[src/rtl/div_pkg.sv]
// Shared definitions for the sequential signed divider.
// Contents:
//   div_state_e : sequencer state encoding
//   DIV_WIDTH   : default operand / result width
//   CNT_W       : width of the iteration counter (holds 0..DIV_WIDTH)
package div_pkg;

    localparam int unsigned DIV_WIDTH = 32;
    localparam int unsigned CNT_W     = $clog2(DIV_WIDTH) + 1;

    typedef enum logic [2:0] {
        StIdle,
        StAbsA,
        StAbsB,
        StDiv,
        StFixQ,
        StFixR,
        StDone
    } div_state_e;

endpackage

[src/rtl/twos_negate.sv]
// Combinational two's-complement negator, shared by all sign steps of the divider.
// Ports:
//   enable_i : 1 = output -in_i, 0 = output in_i unchanged
//   in_i     : operand
//   out_o    : result
module twos_negate #(
    parameter int unsigned WIDTH = 32
) (
    input  logic             enable_i,
    input  logic [WIDTH-1:0] in_i,
    output logic [WIDTH-1:0] out_o
);

    assign out_o = enable_i ? (~in_i + WIDTH'(1)) : in_i;

endmodule

[src/rtl/signed_div_seq.sv]
// Multi-cycle signed divider (C truncation semantics) for the DIV instruction.
// Sequence: IDLE -> ABS_A -> ABS_B -> DIV (WIDTH cycles) -> FIX_Q -> FIX_R -> DONE.
// A zero divisor skips straight from ABS_B to DONE with div_by_zero set.
// Ports:
//   clock_i        : rising-edge clock
//   reset_i        : synchronous active-high reset
//   start_i        : request a divide (sampled only in IDLE)
//   dividend_i     : signed dividend, sampled with start_i
//   divisor_i      : signed divisor, sampled with start_i
//   busy_o         : high in every state except IDLE
//   done_o         : one-cycle pulse, results valid
//   quotient_o     : signed quotient (LO)
//   remainder_o    : signed remainder (HI)
//   div_by_zero_o  : set with done_o for a zero divisor, held until next start
module signed_div_seq
    import div_pkg::*;
#(
    parameter int unsigned WIDTH = DIV_WIDTH
) (
    input  logic             clock_i,
    input  logic             reset_i,
    input  logic             start_i,
    input  logic [WIDTH-1:0] dividend_i,
    input  logic [WIDTH-1:0] divisor_i,
    output logic             busy_o,
    output logic             done_o,
    output logic [WIDTH-1:0] quotient_o,
    output logic [WIDTH-1:0] remainder_o,
    output logic             div_by_zero_o
);

    localparam int unsigned CntW = $clog2(WIDTH) + 1;

    div_state_e       state_q, state_d;
    logic [WIDTH-1:0] dvd_q, dvd_d;    // original dividend
    logic [WIDTH-1:0] dvs_q, dvs_d;    // original divisor
    logic [WIDTH-1:0] a_q, a_d;        // |A| shifting out, Q shifting in
    logic [WIDTH-1:0] b_q, b_d;        // |B|
    logic [WIDTH:0]   r_q, r_d;        // partial remainder
    logic [CntW-1:0]  cnt_q, cnt_d;
    logic             q_neg_q, q_neg_d;
    logic             r_neg_q, r_neg_d;
    logic [WIDTH-1:0] quo_q, quo_d;
    logic [WIDTH-1:0] rem_q, rem_d;
    logic             dbz_q, dbz_d;

    logic             neg_en;
    logic [WIDTH-1:0] neg_in;
    logic [WIDTH-1:0] neg_out;
    logic [WIDTH:0]   r_shift;

    twos_negate #(
        .WIDTH (WIDTH)
    ) u_negate (
        .enable_i (neg_en),
        .in_i     (neg_in),
        .out_o    (neg_out)
    );

    // Single input mux for the shared negator, selected by state.
    always_comb begin
        neg_en = 1'b0;
        neg_in = '0;
        case (state_q)
            StAbsA: begin
                neg_in = dvd_q;
                neg_en = dvd_q[WIDTH-1];
            end
            StAbsB: begin
                neg_in = dvs_q;
                neg_en = dvs_q[WIDTH-1];
            end
            StFixQ: begin
                neg_in = a_q;
                neg_en = q_neg_q;
            end
            StFixR: begin
                neg_in = r_q[WIDTH-1:0];
                neg_en = r_neg_q;
            end
            default: begin
                neg_en = 1'b0;
                neg_in = '0;
            end
        endcase
    end

    assign r_shift = {r_q[WIDTH-1:0], a_q[WIDTH-1]};

    always_comb begin
        state_d = state_q;
        dvd_d   = dvd_q;
        dvs_d   = dvs_q;
        a_d     = a_q;
        b_d     = b_q;
        r_d     = r_q;
        cnt_d   = cnt_q;
        q_neg_d = q_neg_q;
        r_neg_d = r_neg_q;
        quo_d   = quo_q;
        rem_d   = rem_q;
        dbz_d   = dbz_q;

        case (state_q)
            StIdle: begin
                if (start_i) begin
                    dvd_d   = dividend_i;
                    dvs_d   = divisor_i;
                    q_neg_d = dividend_i[WIDTH-1] ^ divisor_i[WIDTH-1];
                    r_neg_d = dividend_i[WIDTH-1];
                    dbz_d   = 1'b0;
                    state_d = StAbsA;
                end
            end
            StAbsA: begin
                a_d     = neg_out;
                state_d = StAbsB;
            end
            StAbsB: begin
                b_d   = neg_out;
                r_d   = '0;
                cnt_d = '0;
                if (neg_out == '0) begin
                    quo_d   = '0;
                    rem_d   = dvd_q;
                    dbz_d   = 1'b1;
                    state_d = StDone;
                end else begin
                    state_d = StDiv;
                end
            end
            StDiv: begin
                // Restoring step: subtract only when the result stays non-negative.
                if (r_shift >= {1'b0, b_q}) begin
                    r_d = r_shift - {1'b0, b_q};
                    a_d = {a_q[WIDTH-2:0], 1'b1};
                end else begin
                    r_d = r_shift;
                    a_d = {a_q[WIDTH-2:0], 1'b0};
                end
                cnt_d = cnt_q + CntW'(1);
                if (cnt_q == CntW'(WIDTH - 1)) begin
                    state_d = StFixQ;
                end
            end
            StFixQ: begin
                quo_d   = neg_out;
                state_d = StFixR;
            end
            StFixR: begin
                rem_d   = neg_out;
                state_d = StDone;
            end
            StDone: begin
                cnt_d   = '0;
                state_d = StIdle;
            end
            default: begin
                state_d = StIdle;
            end
        endcase
    end

    always_ff @(posedge clock_i) begin
        if (reset_i) begin
            state_q <= StIdle;
            dvd_q   <= '0;
            dvs_q   <= '0;
            a_q     <= '0;
            b_q     <= '0;
            r_q     <= '0;
            cnt_q   <= '0;
            q_neg_q <= 1'b0;
            r_neg_q <= 1'b0;
            quo_q   <= '0;
            rem_q   <= '0;
            dbz_q   <= 1'b0;
        end else begin
            state_q <= state_d;
            dvd_q   <= dvd_d;
            dvs_q   <= dvs_d;
            a_q     <= a_d;
            b_q     <= b_d;
            r_q     <= r_d;
            cnt_q   <= cnt_d;
            q_neg_q <= q_neg_d;
            r_neg_q <= r_neg_d;
            quo_q   <= quo_d;
            rem_q   <= rem_d;
            dbz_q   <= dbz_d;
        end
    end

    assign busy_o        = (state_q != StIdle);
    assign done_o        = (state_q == StDone);
    assign quotient_o    = quo_q;
    assign remainder_o   = rem_q;
    assign div_by_zero_o = dbz_q;

endmodule

[config.mk]
export PLATFORM = sky130hd
export DESIGN_NAME = signed_div_seq
export DESIGN_NICKNAME = d
export VERILOG_FILES = /design/src/rtl/div_pkg.sv /design/src/rtl/twos_negate.sv /design/src/rtl/signed_div_seq.sv
export SDC_FILE = /design/constraint.sdc
export NUM_CORES = 1
export LEC_CHECK = 0
export ABC_AREA = 1
export ABC_CLOCK_PERIOD_IN_PS = 5400
export CAP_MARGIN = 10
export CORE_UTILIZATION = 56
export DETAILED_ROUTE_END_ITERATION = 8
export PLACE_DENSITY = 0.78
export SKIP_LAST_GASP = 1
export SLEW_MARGIN = 20
export SYNTH_ARGS = -nofsm -noshare
export SYNTH_HDL_FRONTEND = slang
export SYNTH_SLANG_ARGS = --single-unit
export TNS_END_PERCENT = 100
[constraint.sdc]
create_clock -name clock_i -period 5.4 [get_ports clock_i]
set_input_delay 1.08 -clock clock_i [delete_from_list [all_inputs] [get_ports clock_i]]
set_output_delay 1.08 -clock clock_i [all_outputs]
set_load 0.05 [all_outputs]
==> results of run 1 <==
==> synth_stat cells (all sizes together) <==
| cell | instances | area, sq um |
|---|---|---|
| buf | 41 | 252 |
| nor3b | 1 | 7.51 |
| clkinv | 1 | 3.75 |
| or2 | 3 | 18.8 |
| dfxtp | 235 | 4700 |
| a31oi | 32 | 200 |
| o41ai | 1 | 8.76 |
| nor3 | 5 | 25.0 |
| o21bai | 7 | 52.6 |
| o211ai | 5 | 37.5 |
| a221oi | 3 | 26.3 |
| nand3b | 15 | 113 |
| ha | 34 | 425 |
| nor2 | 171 | 709 |
| a21boi | 4 | 30.0 |
| o31ai | 1 | 7.51 |
| and3 | 1 | 6.26 |
| nand4 | 23 | 159 |
| xnor2 | 23 | 201 |
| fa | 1 | 20.0 |
| nand3 | 152 | 761 |
| o21a | 11 | 82.6 |
| a21oi | 249 | 1250 |
| o22ai | 4 | 25.0 |
| xor2 | 9 | 78.8 |
| inv | 173 | 652 |
| o221ai | 1 | 8.76 |
| nand2 | 632 | 2390 |
| clkbuf | 78 | 293 |
| o21ai | 144 | 724 |
==> area by class of cell <==
cell class | instances | area (sq um)
Multi-Input combinational cell | 1532 | 7380
Fill cell | 2112 | 7330
Sequential cell | 235 | 4700
Timing Repair Buffer | 161 | 1560
Clock buffer | 34 | 732
Inverter | 174 | 656
Tap cell | 313 | 392
Clock inverter | 14 | 166
==> routing by layer <==
metal / routed length [microns] / track usage / vias to the layer above
met2: 19700 / 0.570 / 649
met4: 1300 / 0.119 / 0
met5: 0 / 0 / -
met3: 3690 / 0.0450 / 86
li1: - / - / 6886
met1: 19300 / 0.500 / 6494
==> worst max-delay path, stage by stage, from the launching register on <==
cell,delay (ns)
dfxtp_1,0.63
inv_4,0.25
nor2_2,0.71
nand3_1,0.16
nand2_1,0.17
nor2_2,0.07
ha_1,0.23
nand2_1,0.08
nor2_1,0.08
nand2_2,0.12
nand2_1,0.09
xor2_1,0.46
nand2_1,0.09
nor2_1,0.15
nand2_1,0.08
nor2_1,0.28
nand4_4,0.42
nand2_4,0.46
nand2_1,0.12
nand2_1,0.10
nor2_1,0.05
==> worst paths after layout <==
path | slack, ns | end | cells after the start | startpoint
setup / recovery | 0.47 | remainder_o[15] | 20 | state_q[1]
hold / removal | 0.47 | div_by_zero_o | 2 | div_by_zero_o
hold reg to reg | 0.47 | div_by_zero_o | 2 | div_by_zero_o
setup reg to reg | 0.47 | remainder_o[15] | 20 | state_q[1]
==> logic make-up after synthesis <==
family          share of synthesized area
buf+inv                            0.0904
fa+ha+maj                          0.0336
xor+xnor                           0.0211
simple gates                        0.316
compound gates                      0.185
flops                               0.354
==> flip-flops by register name (all words and copies together) (netlist names) <==
| signal | cells |
|---|---|
| div_by_zero_o | 1 |
| quotient_o | 32 |
| r_q | 32 |
| remainder_o | 32 |
| a_q | 32 |
| dvs_q | 32 |
| cnt_q | 6 |
| dvd_q | 32 |
| b_q | 32 |
| q_neg_q | 1 |
| state_q | 3 |
==> power by group through the flow <==
stage | registers, mW | clock network [mW] | logic, mW
after floorplan | 2.44 | 0 | 3.78
after global placement | 2.32 | 0 | 5.32
after detailed placement | 2.32 | 0 | 5.36
after CTS | 2.29 | 1.87 | 5.39
after global routing | 2.33 | 1.93 | 6.00
final | 2.29 | 1.85 | 5.48
==> metrics.json, run 1 <==
{
  "status": {"value": "finished clean"},
  "final_max_slew_viol_count": {"value": 0},
  "min_period": {"value": 4.93, "unit": "ns"},
  "dpl.hpwl": {"value": 32000, "unit": "microns"},
  "power.internal": {"value": 4.88, "unit": "mW"},
  "placeableCoreArea": {"value": 22900, "unit": "sq um"},
  "timing.setup.tns": {"value": 0, "unit": "ns"},
  "overall_power_after_layout": {"value": 9.62, "unit": "mW"},
  "initial_utilization": {"value": 0.579},
  "reg_power_frac": {"value": 0.238},
  "ir_drop": {"value": 0.456, "unit": "mV"},
  "layout_common_cells": {"value": "nand2_1, a21oi_1, dfxtp_1, inv_1, nand3_1"},
  "p_per_area": {"value": 617, "unit": "nW/um^2"},
  "number_of_hold_buffers_added_after_cts": {"value": 0},
  "final.hold.worst_slack": {"value": 0.466, "unit": "ns"},
  "cts_repair_resize_count": {"value": 0},
  "clock_path_buffers": {"value": 3},
  "grt_remaining_overflow": {"value": 0},
  "die_height": {"value": 156, "unit": "microns"},
  "avgSynthCellArea": {"value": 6.44, "unit": "sq um"},
  "placed_cells_incl_taps": {"value": 2415},
  "clkTransAtPathRegs": {"value": 0.06, "unit": "ns"},
  "timing_hold_violations_final": {"value": 0},
  "fin_nets": {"value": 2232},
  "critPathMaxFanout": {"value": 33},
  "drv_cap": {"value": 0},
  "number_of_warnings_issued_by_yosys": {"value": 0},
  "relSlewSlack": {"value": 0.285},
  "first_iter_violations": {"value": 1468},
  "setup_crit_start_kind": {"value": "flop"},
  "fin_cells": {"value": 2463},
  "clk-insertion-delay-late": {"value": 0.54, "unit": "ns"},
  "pwr-share-comb": {"value": 0.569},
  "sequential_to_total_area_share_from_yosys_stat": {"value": 0.354},
  "share_of_cells_above_drive_strength_1": {"value": 0.0549},
  "via_count_of_the_first_global_routing_pass": {"value": 12700},
  "number_of_buffers_created_by_cts": {"value": 26},
  "synth_cell_types": {"value": 42},
  "dpl_worst_slack": {"value": 0.706, "unit": "ns"},
  "clock_tree.htree_level_count": {"value": 1},
  "max_freq": {"value": 0.203, "unit": "GHz"},
  "tritoncts": {"value": "done"},
  "drt_pass1_iterations": {"value": 6},
  "drt_wl_total": {"value": 44000, "unit": "microns"},
  "place.port_buffers": {"value": 133},
  "die_width": {"value": 156, "unit": "microns"},
  "synthesis.instances": {"value": 2060},
  "cellLeakagePower": {"value": 6.97, "unit": "nW"},
  "clock_sink_count": {"value": 235},
  "diode_insertion_count_for_antenna_repair": {"value": 0},
  "worst-endpoint-required": {"value": 5.82, "unit": "ns"},
  "flow.area_growth_from_synthesis": {"value": 17.5, "unit": "%"},
  "final_area": {"value": 15600, "unit": "sq um"},
  "cts.root.buffer_cell": {"value": "clkbuf_16"},
  "grt.total_usage": {"value": 0.358},
  "worst-slew-pin-transition": {"value": 1.07, "unit": "ns"},
  "mappedNetlistNets": {"value": 2162},
  "clock_skew": {"value": 0.0127, "unit": "ns"},
  "placement.cell_area": {"value": 14700, "unit": "sq um"},
  "setup_ws": {"value": 0.472, "unit": "ns"},
  "mostFrequentLayoutCell": {"value": "nand2_1"},
  "cts_setup_buffers": {"value": 0},
  "fp-row-count": {"value": 55},
  "die_area": {"value": 24300, "unit": "sq um"},
  "wire_per_inst": {"value": 17.9, "unit": "microns"},
  "grt_first_pass_wirelength": {"value": 68000, "unit": "microns"},
  "power.clock.fraction": {"value": 0.192},
  "cp-end-kind": {"value": "flop"},
  "via_per_inst": {"value": 5.73},
  "gp_congestion": {"value": 0.986},
  "detailroute.via_count": {"value": 14100},
  "synth_seq_cells": {"value": 235},
  "count_of_final_setup_violators": {"value": 0},
  "grt_start_max_net_pins": {"value": 86},
  "number_of_antenna_violations_at_the_first_check_in_global_routing": {"value": 0},
  "fraction_of_power_spent_switching_nets": {"value": 0.493},
  "postLayoutCoreUtil": {"value": 0.680},
  "min_period_over_period": {"value": 0.913},
  "hold_class": {"value": "reg -> reg"},
  "io-pin-count": {"value": 134},
  "worstSetupPathType": {"value": "reg -> reg"},
  "syn_area": {"value": 13300, "unit": "sq um"},
  "drt_drc_violations_left": {"value": 0},
  "critical_path_arrival": {"value": 5.35, "unit": "ns"},
  "antenna_left": {"value": 0},
  "switching_power": {"value": 4.74, "unit": "mW"},
  "setup_repair_after_global_routing_missed_its_margin": {"value": "no"}
}
Power figures use the tool's default switching activity.
==> run 2: changes to the inputs <==
- SLEW_MARGIN: 20 -> 40
==> metrics.json, run 2 (synthesis gave the netlist of run 1 again) <==
{
  "status": {"value": "finished clean"},
  "grt_first_pass_wirelength": {"value": 68900, "unit": "microns", "change": "+1.3%"},
  "clk-insertion-delay-late": {"value": 0.53, "unit": "ns", "change": "about the same"},
  "layout_common_cells": {"value": "nand2_1, a21oi_1, dfxtp_1, inv_1, nand3_1"},
  "maxUsedRoutingLayer": {"value": "met4"},
  "cts.root.buffer_cell": {"value": "clkbuf_16"},
  "tritoncts": {"value": "done"},
  "end_of_the_critical_path": {"value": "remainder_o[15]"},
  "cts_setup_buffers": {"value": 0, "change": "unchanged"},
  "relSlewSlack": {"value": 0.436, "change": "+0.151"},
  "number_of_hold_buffers_added_after_cts": {"value": 0, "change": "unchanged"},
  "mostFrequentLayoutCell": {"value": "nand2_1"},
  "worst-slew-pin-transition": {"value": 0.840, "unit": "ns", "change": "-0.232 ns"},
  "min_period": {"value": 4.85, "unit": "ns", "change": "-0.0741 ns"},
  "diode_insertion_count_for_antenna_repair": {"value": 0, "change": "unchanged"},
  "power.internal": {"value": 4.86, "unit": "mW", "change": "-0.28%"},
  "share_of_cells_above_drive_strength_1": {"value": 0.0563, "change": "+0.00142"},
  "regToRegEndpoint": {"value": "remainder_o[15]"},
  "worst-endpoint-required": {"value": 5.82, "unit": "ns", "change": "about the same"},
  "fin_cells": {"value": 2462, "change": "-0.041%"},
  "drv_cap": {"value": 0, "change": "unchanged"},
  "crit-reg2reg-launch": {"value": "state_q[1]"},
  "first_iter_violations": {"value": 1762, "change": "+20%"},
  "drt_pass1_iterations": {"value": 7, "change": "+1"},
  "timing.critical_path.from": {"value": "state_q[1]"},
  "worstSetupPathType": {"value": "reg -> reg"},
  "wire_per_inst": {"value": 17.9, "unit": "microns", "change": "+0.32%"},
  "setup_crit_start_kind": {"value": "flop"},
  "fp-row-count": {"value": 55, "change": "unchanged"},
  "count_of_final_setup_violators": {"value": 0, "change": "unchanged"},
  "die_width": {"value": 156, "unit": "microns", "change": "unchanged"},
  "final_max_slew_viol_count": {"value": 0, "change": "unchanged"},
  "critical_path_arrival": {"value": 5.28, "unit": "ns", "change": "-0.07 ns"},
  "wl_met1": {"value": 19600, "unit": "microns", "change": "+1.7%"},
  "clock_tree.htree_level_count": {"value": 1, "change": "unchanged"},
  "drt_wl_total": {"value": 44100, "unit": "microns", "change": "+0.28%"},
  "clkTransAtPathRegs": {"value": 0.07, "unit": "ns", "change": "about the same"},
  "power.clock.fraction": {"value": 0.193, "change": "about the same"},
  "p_per_area": {"value": 618, "unit": "nW/um^2", "change": "+0.13%"},
  "length_in_cells_of_the_worst_reg_to_reg_path": {"value": 20, "change": "unchanged"},
  "setup_repair_after_global_routing_missed_its_margin": {"value": "no"},
  "switching_power": {"value": 4.77, "unit": "mW", "change": "+0.56%"},
  "route.met3.wl": {"value": 3540, "unit": "microns", "change": "-4.0%"},
  "antenna_left": {"value": 0, "change": "unchanged"},
  "die_height": {"value": 156, "unit": "microns", "change": "unchanged"},
  "grt_start_max_net_pins": {"value": 86, "change": "unchanged"},
  "number_of_antenna_violations_at_the_first_check_in_global_routing": {"value": 0, "change": "unchanged"},
  "r2r_slack": {"value": 0.55, "unit": "ns", "change": "+0.07 ns"},
  "hold_class": {"value": "reg -> reg"},
  "critPathMaxFanout": {"value": 33, "change": "unchanged"},
  "gp_congestion": {"value": 0.986, "change": "unchanged"},
  "grt_remaining_overflow": {"value": 0, "change": "unchanged"},
  "cellLeakagePower": {"value": 6.98, "unit": "nW", "change": "+0.10%"},
  "die_area": {"value": 24300, "unit": "sq um", "change": "unchanged"},
  "timing_hold_violations_final": {"value": 0, "change": "unchanged"},
  "grt.total_usage": {"value": 0.361, "change": "+0.00299"},
  "ir_drop": {"value": 0.410, "unit": "mV", "change": "-10%"},
  "clock_skew": {"value": 0.00896, "unit": "ns", "change": "-0.00370 ns"},
  "detailroute.via_count": {"value": 14100, "change": "-0.18%"},
  "number_of_buffers_created_by_cts": {"value": 26, "change": "unchanged"},
  "via_per_inst": {"value": 5.72, "change": "-0.14%"},
  "fraction_of_power_spent_switching_nets": {"value": 0.495, "change": "+0.00211"},
  "dpl.hpwl": {"value": 31900, "unit": "microns", "change": "-0.26%"},
  "drt_drc_violations_left": {"value": 0, "change": "unchanged"},
  "max_freq": {"value": 0.206, "unit": "GHz", "change": "+1.5%"},
  "clock_path_buffers": {"value": 3, "change": "unchanged"},
  "clock_sink_count": {"value": 235, "change": "unchanged"},
  "io-pin-count": {"value": 134, "change": "unchanged"},
  "via_count_of_the_first_global_routing_pass": {"value": 12700, "change": "+0.15%"},
  "initial_utilization": {"value": 0.579, "change": "unchanged"},
  "place.port_buffers": {"value": 133, "change": "unchanged"},
  "timing.setup.tns": {"value": 0, "unit": "ns", "change": "unchanged"},
  "flow.area_growth_from_synthesis": {"value": 17.5, "unit": "%", "change": "about the same"},
  "cp-end-kind": {"value": "flop"},
  "cts_repair_resize_count": {"value": 0, "change": "unchanged"},
  "min_period_over_period": {"value": 0.899, "change": "-0.0137"},
  "placeableCoreArea": {"value": 22900, "unit": "sq um", "change": "unchanged"},
  "placed_cells_incl_taps": {"value": 2415, "change": "unchanged"},
  "met2_wirelength": {"value": 19800, "unit": "microns", "change": "+0.20%"},
  "reg_power_frac": {"value": 0.238, "change": "about the same"},
  "fin_nets": {"value": 2232, "change": "unchanged"},
  "pwr-share-comb": {"value": 0.569, "change": "about the same"}
}
[run 2: cell count changes in the layout (fill, tap and decap cells not counted), sizes merged]
cell	before	now
clkbuf	34	30
clkinv	5	9
clkinvlp	4	3
[run 2: area by class of cell]
cell class              instances  area [sq um]
repair buffers                161          1560
well taps                     313           392
flip-flops and latches        235          4700
clock buffers                  30           707
inverters                     174           656
clock inverters                17           193
fillers                      2067          7320
multi-input cells            1532          7380
[run 2: power by group through the flow]
| stage | Sequential, mW | Clock (mW) | Combinational, mW |
|---|---|---|---|
| 2_1_floorplan | 2.44 | 0 | 3.78 |
| 3_3_place_gp | 2.32 | 0 | 5.32 |
| 3_5_place_dp | 2.32 | 0 | 5.35 |
| 4_1_cts | 2.29 | 1.87 | 5.39 |
| 5_1_grt | 2.33 | 1.95 | 6.00 |
| 6_report | 2.30 | 1.86 | 5.48 |
[run 2: worst min-delay path by stage]
stage,slack (ns),cells past startpoint,end,from
floorplan,0.44,1,cnt_q[2],cnt_q[2]
global placement,0.45,2,dvs_q[31],dvs_q[31]
detailed placement,0.45,2,div_by_zero_o,div_by_zero_o
CTS,0.47,2,dvd_q[7],dvd_q[7]
global route,0.48,2,dvs_q[5],dvs_q[5]
finish,0.47,2,dvs_q[13],dvs_q[13]
[run 2: critical path, cell delays in order (launching register included)]
cell and delay [ns]:
dfxtp_1 0.62, inv_4 0.24, nor2_2 0.69, nand3_1 0.15, nand2_1 0.17, nor2_2 0.07
ha_1 0.23, nand2_1 0.08, nor2_1 0.09, nand2_2 0.12, nand2_1 0.09, xor2_1 0.43
nand2_1 0.10, nor2_1 0.17, nand2_1 0.08, nor2_1 0.28, nand4_4 0.42, nand2_4 0.46
nand2_1 0.11, nand2_1 0.08, nor2_1 0.04
[run 2: through the flow]
step | worst slack (ns) | power [mW] | util | hold slack, ns | instance area (sq um)
floorplan | 2.47 | 6.22 | - | 0.435 | 13300
CTS | 0.675 | 9.55 | 0.680 | 0.468 | 15600
global route | 0.183 | 10.3 | 0.680 | 0.481 | 15600
detailed placement | 0.709 | 7.67 | 0.641 | 0.447 | 14700
finish | 0.546 | 9.63 | 0.680 | 0.470 | 15600
global placement | 0.804 | 7.64 | 0.641 | 0.454 | 14700
[run 2: per-layer routing]
layer,global-route usage,vias to the layer above
li1,-,6882
met1,0.515,6457
met2,0.572,669
met3,0.0389,81
met4,0.110,0
met5,0,-
==> run 3: changes to the inputs <==
- CORE_UTILIZATION: 56 -> 62
- PLACE_DENSITY: 0.78 -> 0.85
==> metrics.json, run 3 (synthesis gave the netlist of run 1 again) <==
{
  "status": {"value": "finished clean"},
  "number_of_antenna_violations_at_the_first_check_in_global_routing": {"value": 1, "change": "+1"},
  "clock_path_buffers": {"value": 3, "change": "unchanged"},
  "crit_path_top_delay_cell": {"value": "dfxtp_1"},
  "antenna_left": {"value": 0, "change": "unchanged"},
  "drt_wl_total": {"value": 44000, "unit": "microns", "change": "-0.20%"},
  "worst-slew-pin-transition": {"value": 0.883, "unit": "ns", "change": "+0.0435 ns"},
  "layout_common_cells": {"value": "nand2_1, a21oi_1, dfxtp_1, inv_1, nand3_1"},
  "clock_sink_count": {"value": 235, "change": "unchanged"},
  "die_area": {"value": 22000, "unit": "sq um", "change": "-9.6%"},
  "cts_repair_resize_count": {"value": 0, "change": "unchanged"},
  "sequential_cell_area": {"value": 4700, "unit": "sq um", "change": "unchanged"},
  "min_period": {"value": 4.41, "unit": "ns", "change": "-0.440 ns"},
  "timing.setup.tns": {"value": 0, "unit": "ns", "change": "unchanged"},
  "cp-end-kind": {"value": "flop"},
  "setup_crit_start_kind": {"value": "flop"},
  "max_freq": {"value": 0.227, "unit": "GHz", "change": "+10%"},
  "drt_pass1_iterations": {"value": 6, "change": "-1"},
  "grt.total_usage": {"value": 0.393, "change": "+0.0318"},
  "setup_repair_after_global_routing_missed_its_margin": {"value": "no"},
  "r2r_slack": {"value": 0.99, "unit": "ns", "change": "+0.44 ns"},
  "die_width": {"value": 148, "unit": "microns", "change": "-4.9%"},
  "mostFrequentLayoutCell": {"value": "nand2_1"},
  "number_of_hold_buffers_added_after_cts": {"value": 0, "change": "unchanged"},
  "critPathMaxFanout": {"value": 33, "change": "unchanged"},
  "first_iter_violations": {"value": 1768, "change": "+0.34%"},
  "critical_path_arrival": {"value": 4.83, "unit": "ns", "change": "-0.45 ns"},
  "drv_cap": {"value": 0, "change": "unchanged"},
  "via_per_inst": {"value": 5.94, "change": "+3.8%"},
  "gp_congestion": {"value": 0.953, "change": "-3.3%"},
  "cts_setup_buffers": {"value": 0, "change": "unchanged"},
  "min_period_over_period": {"value": 0.818, "change": "-0.0814"},
  "worst-endpoint-required": {"value": 5.82, "unit": "ns", "change": "about the same"},
  "number_of_buffers_created_by_cts": {"value": 26, "change": "unchanged"},
  "clk-insertion-delay-late": {"value": 0.54, "unit": "ns", "change": "about the same"},
  "tritoncts": {"value": "done"},
  "critical_path.most_common_cell": {"value": "nand2_1"},
  "dpl.hpwl": {"value": 31400, "unit": "microns", "change": "-1.6%"},
  "ir_drop": {"value": 0.643, "unit": "mV", "change": "+57%"},
  "cts.root.buffer_cell": {"value": "clkbuf_16"},
  "io-pin-count": {"value": 134, "change": "unchanged"},
  "via_count_of_the_first_global_routing_pass": {"value": 13100, "change": "+2.4%"},
  "final_max_slew_viol_count": {"value": 0, "change": "unchanged"},
  "placeableCoreArea": {"value": 21000, "unit": "sq um", "change": "-8.3%"},
  "cpPeakStageDelay": {"value": 0.59, "unit": "ns", "change": "-0.10 ns"},
  "die_height": {"value": 148, "unit": "microns", "change": "-4.9%"},
  "place.port_buffers": {"value": 133, "change": "unchanged"},
  "diode_insertion_count_for_antenna_repair": {"value": 0, "change": "unchanged"},
  "clock_tree.htree_level_count": {"value": 1, "change": "unchanged"},
  "overall_power_after_layout": {"value": 9.59, "unit": "mW", "change": "-0.40%"},
  "initial_utilization": {"value": 0.631, "change": "+0.0522"},
  "critical_path_buf_inv_count": {"value": 1, "change": "unchanged"},
  "timing.critical_path.max_delay_family": {"value": "simple AND/OR/NAND/NOR gates"},
  "worstSetupPathType": {"value": "reg -> reg"},
  "cellLeakagePower": {"value": 6.96, "unit": "nW", "change": "-0.18%"},
  "relSlewSlack": {"value": 0.405, "change": "-0.0312"},
  "grt_first_pass_wirelength": {"value": 68400, "unit": "microns", "change": "-0.70%"},
  "grt_remaining_overflow": {"value": 0, "change": "unchanged"},
  "drt_drc_violations_left": {"value": 0, "change": "unchanged"},
  "clock_skew": {"value": 0.0127, "unit": "ns", "change": "+0.00377 ns"},
  "critical_path.cell_chain": {"value": "buf_4 -> nor2_4 -> nand3_1 -> nand2_1 -> nor2_2 -> ha_1 -> nand2_1 -> nor2_1 -> nand3_1 -> nand2_1 -> nand2_1 -> nand2_1 -> nand2_1 -> nor2_1 -> nand2_1 -> nor2_4 -> nand4_4 -> nand2_4 -> nand2_1 -> nand2_1 -> nor2_1"},
  "timing_hold_violations_final": {"value": 0, "change": "unchanged"},
  "num-fill-cells": {"value": 1794, "change": "-13%"},
  "flow.area_growth_from_synthesis": {"value": 17.0, "unit": "%"},
  "multiInputGateArea": {"value": 7380, "unit": "sq um", "change": "unchanged"},
  "wire_per_inst": {"value": 18.2, "unit": "microns", "change": "+1.4%"},
  "p_per_area": {"value": 618, "unit": "nW/um^2", "change": "about the same"},
  "fin_nets": {"value": 2231, "change": "-0.045%"},
  "detailroute.via_count": {"value": 14400, "change": "+2.2%"},
  "count_of_final_setup_violators": {"value": 0, "change": "unchanged"},
  "clkTransAtPathRegs": {"value": 0.06, "unit": "ns", "change": "about the same"},
  "hold_class": {"value": "reg -> reg"},
  "fp-row-count": {"value": 53, "change": "-3.6%"},
  "share_of_cells_above_drive_strength_1": {"value": 0.0530, "change": "-0.00326"},
  "grt_start_max_net_pins": {"value": 108, "change": "+26%"}
}
[run 3: cell types whose count changed in the layout (fill, tap and decap cells not counted)]
cell,before,now
clkinvlp_4,3,2
buf_4,27,26
clkinv_4,3,1
clkinv_2,5,3
clkbuf_8,2,4
inv_8,1,0
clkbuf_1,1,8
inv_6,2,0
[run 3: worst paths after layout]
| kind | startpoint | end | cells after the start |
|---|---|---|---|
| worst max-delay path | state_q[0] | remainder_o[16] | 21 |
| worst min-delay path | dvs_q[30] | dvs_q[30] | 2 |
| worst max register to register | state_q[0] | remainder_o[16] | 21 |
| worst min register to register | dvs_q[30] | dvs_q[30] | 2 |
[run 3: through the flow]
stage	cell area [sq um]	std cells	util	hold slack [ns]	worst slack, ns
after global routing	15500	2424	0.739	0.484	0.597
after floorplan	13300	2060	-	0.435	2.47
after detailed placement	14600	2376	0.696	0.450	1.17
after global placement	14600	2376	0.696	0.453	1.24
final	15500	2424	0.739	0.467	0.985
after CTS	15500	2424	0.739	0.466	1.08
[run 3: final cells by class]
cell class,count,share of cell area
Tap cell,275,0.0222
Inverter,174,0.0422
Sequential cell,235,0.303
Clock buffer,39,0.0490
Multi-Input combinational cell,1532,0.476
Clock inverter,9,0.00830
Timing Repair Buffer,160,0.0997
[run 3: routing by layer]
| layer | track usage | routed length, microns | vias to the layer above | part of all wire |
|---|---|---|---|---|
| met5 | 0 | 13 | - | 0.00030 |
| met4 | 0.163 | 1660 | 2 | 0.038 |
| met3 | 0.0764 | 4840 | 127 | 0.11 |
| met2 | 0.621 | 19600 | 787 | 0.45 |
| met1 | 0.524 | 17900 | 6613 | 0.41 |
| li1 | - | - | 6873 | - |
[run 3: worst min-delay path: stages (launching register included)]
cell,delay [ns]
dfxtp_1,0.31
nand2_1,0.06
a21oi_1,0.05
[run 3: power by group]
part | leakage, nW | total, mW | switching [mW] | internal, mW
Sequential | 1.91 | 2.29 | 0.223 | 2.07
Combinational | 4.62 | 5.45 | 3.81 | 1.65
Clock | 0.429 | 1.85 | 0.733 | 1.12
